--- src/rtl/fib_bcd_converter.sv ---
// rtl/fib_bcd_converter.sv - sequential shift-and-add-3 binary-to-BCD converter
// Converts one input bit per clock; result held in bcd between conversions.
module fib_bcd_converter #(
  parameter int W      = 12,
  parameter int DIGITS = 4
) (
  input  logic                  clk,
  input  logic                  rst,
  input  logic                  start,
  input  logic [W-1:0]          bin,
  output logic                  busy,
  output logic                  done,
  output logic [4*DIGITS-1:0]   bcd
);

  localparam int CW = $clog2(W);

  typedef enum logic [1:0] {
    IDLE  = 2'd0,
    SHIFT = 2'd1,
    DONE  = 2'd2
  } state_t;

  state_t              state;
  state_t              state_next;
  logic [W-1:0]        shift_reg;
  logic [4*DIGITS-1:0] scratch;
  logic [4*DIGITS-1:0] adjusted;
  logic [4*DIGITS-1:0] scratch_next;
  logic [CW-1:0]       count;
  logic                last_iter;

  // Digits are corrected independently before the shift; no carry crosses digits.
  always_comb begin
    adjusted = scratch;
    for (int d = 0; d < DIGITS; d++) begin
      if (scratch[4*d +: 4] >= 4'd5) begin
        adjusted[4*d +: 4] = scratch[4*d +: 4] + 4'd3;
      end
    end
    scratch_next = {adjusted[4*DIGITS-2:0], shift_reg[W-1]};
    last_iter    = (count == CW'(W - 1));
  end

  always_comb begin
    state_next = state;
    busy       = 1'b0;
    done       = 1'b0;
    case (state)
      IDLE: begin
        if (start) begin
          state_next = SHIFT;
        end
      end
      SHIFT: begin
        busy = 1'b1;
        if (last_iter) begin
          state_next = DONE;
        end
      end
      DONE: begin
        done       = 1'b1;
        state_next = IDLE;
      end
      default: begin
        state_next = IDLE;
      end
    endcase
  end

  always_ff @(posedge clk) begin
    if (rst) begin
      state <= IDLE;
    end else begin
      state <= state_next;
    end
  end

  always_ff @(posedge clk) begin
    if (rst) begin
      shift_reg <= '0;
      scratch   <= '0;
      count     <= '0;
      bcd       <= '0;
    end else begin
      case (state)
        IDLE: begin
          if (start) begin
            shift_reg <= bin;
            scratch   <= '0;
            count     <= '0;
          end
        end
        SHIFT: begin
          shift_reg <= {shift_reg[W-2:0], 1'b0};
          scratch   <= scratch_next;
          if (last_iter) begin
            bcd <= scratch_next;
          end else begin
            count <= count + 1'b1;
          end
        end
        default: begin
        end
      endcase
    end
  end

endmodule

--- config.mk ---
export PLATFORM = sky130hd
export DESIGN_NAME = fib_bcd_converter
export DESIGN_NICKNAME = d
export VERILOG_FILES = /design/src/rtl/fib_bcd_converter.sv
export SDC_FILE = /design/constraint.sdc
export NUM_CORES = 1
export LEC_CHECK = 0
export ABC_AREA = 1
export ABC_CLOCK_PERIOD_IN_PS = 3850
export BUFFER_PORTS_ARGS = -buffer_cell sky130_fd_sc_hd__buf_2
export CAP_MARGIN = 20
export CORE_MARGIN = 3
export CORE_UTILIZATION = 29
export CTS_CLUSTER_SIZE = 30
export DETAILED_ROUTE_END_ITERATION = 8
export HOLD_SLACK_MARGIN = 0.02
export SYNTH_ARGS = -nofsm -noshare
export SYNTH_HDL_FRONTEND = slang
export SYNTH_SLANG_ARGS = --single-unit
--- constraint.sdc ---
create_clock -name clk -period 3.85 [get_ports clk]
set_clock_uncertainty 0.15 [all_clocks]
set_input_delay 0.1925 -clock clk [delete_from_list [all_inputs] [get_ports clk]]
set_output_delay 0.1925 -clock clk [all_outputs]
set_load 0.02 [all_outputs]
# Word level (Yosys, flattened, before mapping)
# Cells that the tools add are included.
# op_classes
n_shift	0
mux	16
bitwise_logic	0
eq_ne	6
n_reduce_logical	6
n_mul	0
n_div	0
n_lt_le_gt_ge	4
addsub	5
# op_table
cell	count
$pmux 16 s2	1
$pmux 12 s2	1
$mux 4	5
$ge 4x3->1 const B	4
$mux 16	1
$add 4x2->4 const B	3
$mux 12	1
$pmux 4 s2	1
$ne 2x2->1 const B	3
$reduce_and 2->1	3
$add 4x1->4 const B	1
$eq 4x4->1 const B	1
$mux 2	2
$pmux 2 s2	1
$add 3x2->3 const B	1
$mux 3	1
$reduce_and 3->1	1
$eq 2x1->1 const B	1
$eq 2x2->1 const B	1
$logic_not 2->1	1
$mux 1	2
$reduce_bool 2->1	1
# word_totals
regBits	50
inputBits	15
wordCells	42
output_inout_bits	18
memories	0
romBits	0
mem_bits_rw	0
latch_bits	0

# Depth between registers and ports, before layout
# logic_depth
word_depth	3
ltp_mapped	9
depth_no_buf	9

# Worst setup path after synthesis
# Ideal clock, no wire load.
# synth_path
kind	flip-flop to flip-flop
from	reg count[0]
to	reg bcd[13]
arrival_time_ps	1157
period_less_slack_ps	1416
path_buffers	1
stages_incl_launch_ff	8
path_slack_ps	2434
t_required_ps	3591
setup_ps	109
path_cell_list	dfxtp_1 > ha_1 > nand3_2 > nor2_8 > buf_6 > nand3_1 > nand2_1 > inv_1
# synth_between
elab_chain_len	2
# synth_lines
item	line_no	text
start: declaration	30	logic [CW-1:0] count;
start signal: assignment	100	count <= count + 1'b1;
$eq 4x4->1	42	last_iter = (count == CW'(W - 1));
$reduce_and 2->1 (no line)	n/a	
end signal: assignment	98	bcd <= scratch_next;
end: declaration	13	output logic [4*DIGITS-1:0] bcd
# Every way passes these cells.
# A chain may end at the register's enable or synchronous reset.

# Worst setup path after layout
# layout_path
from	reg state[0]
to	reg scratch[0]
# layout_between
elab_chain_len	3
elab_cells_between_ends	6
cone_classes	2 x eq/ne; 1 x mux; 3 x reduce/logical
# layout_lines
item	line_no	text
start: declaration	24	state_t state;
start signal: assignment	75	state <= state_next;
$eq 2x1->1 or $logic_not 2->1 (tied branches)	86	case (state)
$reduce_bool 2->1 (no line) or $ne 2x2->1 (tied branches)	n/a	
$reduce_and 2->1 (no line)	n/a	
end signal: assignment	96	scratch <= scratch_next;
end: declaration	27	logic [4*DIGITS-1:0] scratch;
# Several ways; a longest one is shown, not always the timed one.

==> results.md <==
- Port buffer count: 32
- Unrepaired setup endpoints after global routing: no
- Maximum level of the CTS H-tree: 2
- Seq. cell area: 1000 um^2
- Via density per instance: 4.45
- Total clock sinks: 50
- Die height: 98.8 um
- Root buf cell: clkbuf_8
- Post-layout util: 0.351
- Maximum clock frequency: 0.508 GHz
- Total iterations of the first detailed-routing run: 4
- Met3 wire length: 219 um
- Top-level I/O count: 33
- Crit path arrival time: 2.03 ns
- Max-slew violation count: 0
- Largest family of logic cells by synthesized area: simple AND/OR/NAND/NOR gates
- Power Dens Cells: 326 nW/um^2
- Synth-to-Final Area Change: 16.5%
- Worst setup slack before clock tree synthesis: 1.90 ns
- Final setup vio count: 0
- Top Metal Used: met4
- Complex-gate fraction of the synthesized area: 0.145
- Kind of start point of the critical path: flip-flop
- Clock insertion delay at the later pin of the skew report: 0.29 ns
- Share of the clock period used by the worst path after layout: 0.511
- Number of resized instances in the post-cts repair step: 0
- Number of hold buffers added after cts: 11
- Post-Place Cell Area: 2700 um^2
- CTS tree: built
- Filler instances: 884
- DR WL/cell: 10.7 um
- Final Cell Area: 2910 um^2
- Pleak: 1.32 nW
- Final cell count without fillers: 487
- Post-synthesis cell count: 342
- Overall die area: 9770 um^2
- Total Routing Usage GR: 0.112
- Final GP Congestion: 0.829
- Synthesized-area fraction occupied by and/or/nand/nor cells: 0.287
- Placement row count: 33
- Core area: 8300 um^2
- Horizontal die dimension: 98.8 um
- Synth Area in XOR/XNOR: 0.00351
- Share of final-layout standard cells stronger than drive strength 1: 0.191
- Vias: 2165
- Area used by multi-input combinational logic: 1200 um^2
- Number of distinct standard cells referenced by the synthesized netlist: 27
- Placed cell count: 468
- Total global routing overflow: 0
- Result of the run: completed
- Dpl hpwl: 3.68 mm
- Setup TNS after final layout: 0 ns
- CP max FO: 12
- CP top delay family: simple AND/OR/NAND/NOR gates
- Total power: 0.949 mW
- Count of buffers added by post-CTS timing repair for setup: 0
- Final wirelength: 5.23 mm
- Number of antenna violations at the first check in global routing: 0
- Synthesized area per cell: 7.31 um^2
- Maximum number of pins on one net before global-route repair: 33
- Via count of the first global-routing pass: 2079
- Highest-count cells in the layout ignoring fill and taps: 81 x nand2_1, 52 x inv_1, 50 x dfxtp_1, 32 x buf_2, 29 x o21ai_0
- Register clock-pin slew on the reported worst setup and hold paths: 0.09 ns
- Wire length of the first global-routing pass: 9.15 mm
- Effective utilization at floorplan: 0.301
- Slew at the pin closest to its max-slew limit: 0.868 ns
- Final net count: 405
- Total DRC errors in the routed layout: 0
- Max rail drop VDD: 0.158 mV
- N_diodes: 0
- Register bit total from synthesis: 50
- Worst max-slew margin expressed relative to the limit: 0.419
- Cell area after technology mapping: 2500 um^2
- Net Count, Synth: 366
- Metal1 wirelength: 2.75 mm
- Time the worst path needs with I/O delays and setup: 1.97 ns
- Leading cell type in the layout, fill and taps excluded: nand2_1
- Post-Route Hold Slack: 0.0243 ns
- Share of synthesized area occupied by flip-flops and latches: 0.401
- Met2 routed WL: 2.23 mm
- Total number of yosys warnings: 0
- PnR worst setup slack: 1.88 ns
- Data required time at the worst endpoint: 3.92 ns
- Final count of hold timing violations: 0
- Class of the tightest hold or removal check: in2reg
- Maximum clock path buffer count: 2
- Adder-Cell Fraction of Synth Area: 0.0451
- Worst stage delay on the critical path: 0.68 ns
- Cell with the largest stage delay on the worst path: nor2_1
- Number of buffer and inverter stages on the critical path: 1
- Critical-path cell list: nand2_4 -> nor2_1 -> inv_1 -> o22ai_1
- Critical Path Sink Type: flip-flop
- ANT nets after route: 0
- Number of max-cap violations: 0
- Minimum setup slack among reg-to-reg paths: 1.88 ns
- Multiplexer share of the synthesized area: 0
- First DRT Iteration DRCs: 78
- TritonCTS buffer count: 5
- Crit path kind: reg2reg
==> cell type report <==
class / count / area share
tap: 105 / 0.0451
clock buffer: 7 / 0.0331
multi-input combinational: 227 / 0.412
timing repair buffer: 43 / 0.0929
sequential: 50 / 0.344
inverter: 54 / 0.0696
clock inverter: 1 / 0.00301
==> tightest hold or removal path: stages <==
cell	delay (ns)
buf_2	0.08
o211ai_1	0.09
o21ai_0	0.08
==> report_power, final <==
group,switching (mW),internal [mW]
sequential,0.00533,0.530
combinational,0.0450,0.0282
clock,0.175,0.165
total,0.226,0.723
==> kinds of logic after synthesis <==
group,Yosys count
adder cells (fa/ha/maj),9
buffers and inverters,65
XOR/XNOR,1
flip-flops,50
AO/OA/AOI/OAI,61
AND/OR/NAND/NOR,156
==> final timing paths <==
path	start	to	cells past startpoint
min	bin[5]	shift_reg[5]$_SDFFE_PP0P_	3
min reg2reg	shift_reg[0]$_SDFFE_PP0P_	shift_reg[0]$_SDFFE_PP0P_	2
max	state[0]$_SDFFE_PP0P_	scratch[0]$_SDFFE_PP0P_	4
max reg2reg	state[0]$_SDFFE_PP0P_	scratch[0]$_SDFFE_PP0P_	4
==> layer usage <==
layer,up-vias,GRT usage
met5,-,0
met4,0,0.0210
met3,2,0.0283
met2,39,0.181
met1,951,0.151
li1,1173,-
==> synth_stat cells <==
| cell | count | area share |
|---|---|---|
| o21ai_1 | 6 | 0.012 |
| o21ai_0 | 29 | 0.058 |
| nand2_2 | 3 | 0.0075 |
| o21ai_2 | 1 | 0.0035 |
| nor2_8 | 1 | 0.0080 |
| a21oi_2 | 5 | 0.018 |
| inv_1 | 52 | 0.078 |
| ha_1 | 9 | 0.045 |
| nor2_1 | 22 | 0.033 |
| clkbuf_1 | 1 | 0.0015 |
| o22ai_1 | 5 | 0.013 |
| nand4_1 | 9 | 0.023 |
| buf_6 | 3 | 0.014 |
| dfxtp_1 | 50 | 0.40 |
| inv_2 | 2 | 0.0030 |
| nand2_4 | 1 | 0.0045 |
| nand3_1 | 19 | 0.038 |
| xnor2_1 | 1 | 0.0035 |
| buf_2 | 3 | 0.0060 |
| nor2_2 | 18 | 0.045 |
| o211ai_1 | 11 | 0.033 |
| nand2_1 | 81 | 0.12 |
| buf_12 | 1 | 0.0080 |
| a21oi_1 | 4 | 0.0080 |
| nand3_2 | 1 | 0.0040 |
| buf_4 | 3 | 0.0090 |
| or2_2 | 1 | 0.0025 |
Power figures use the tool's default switching activity.
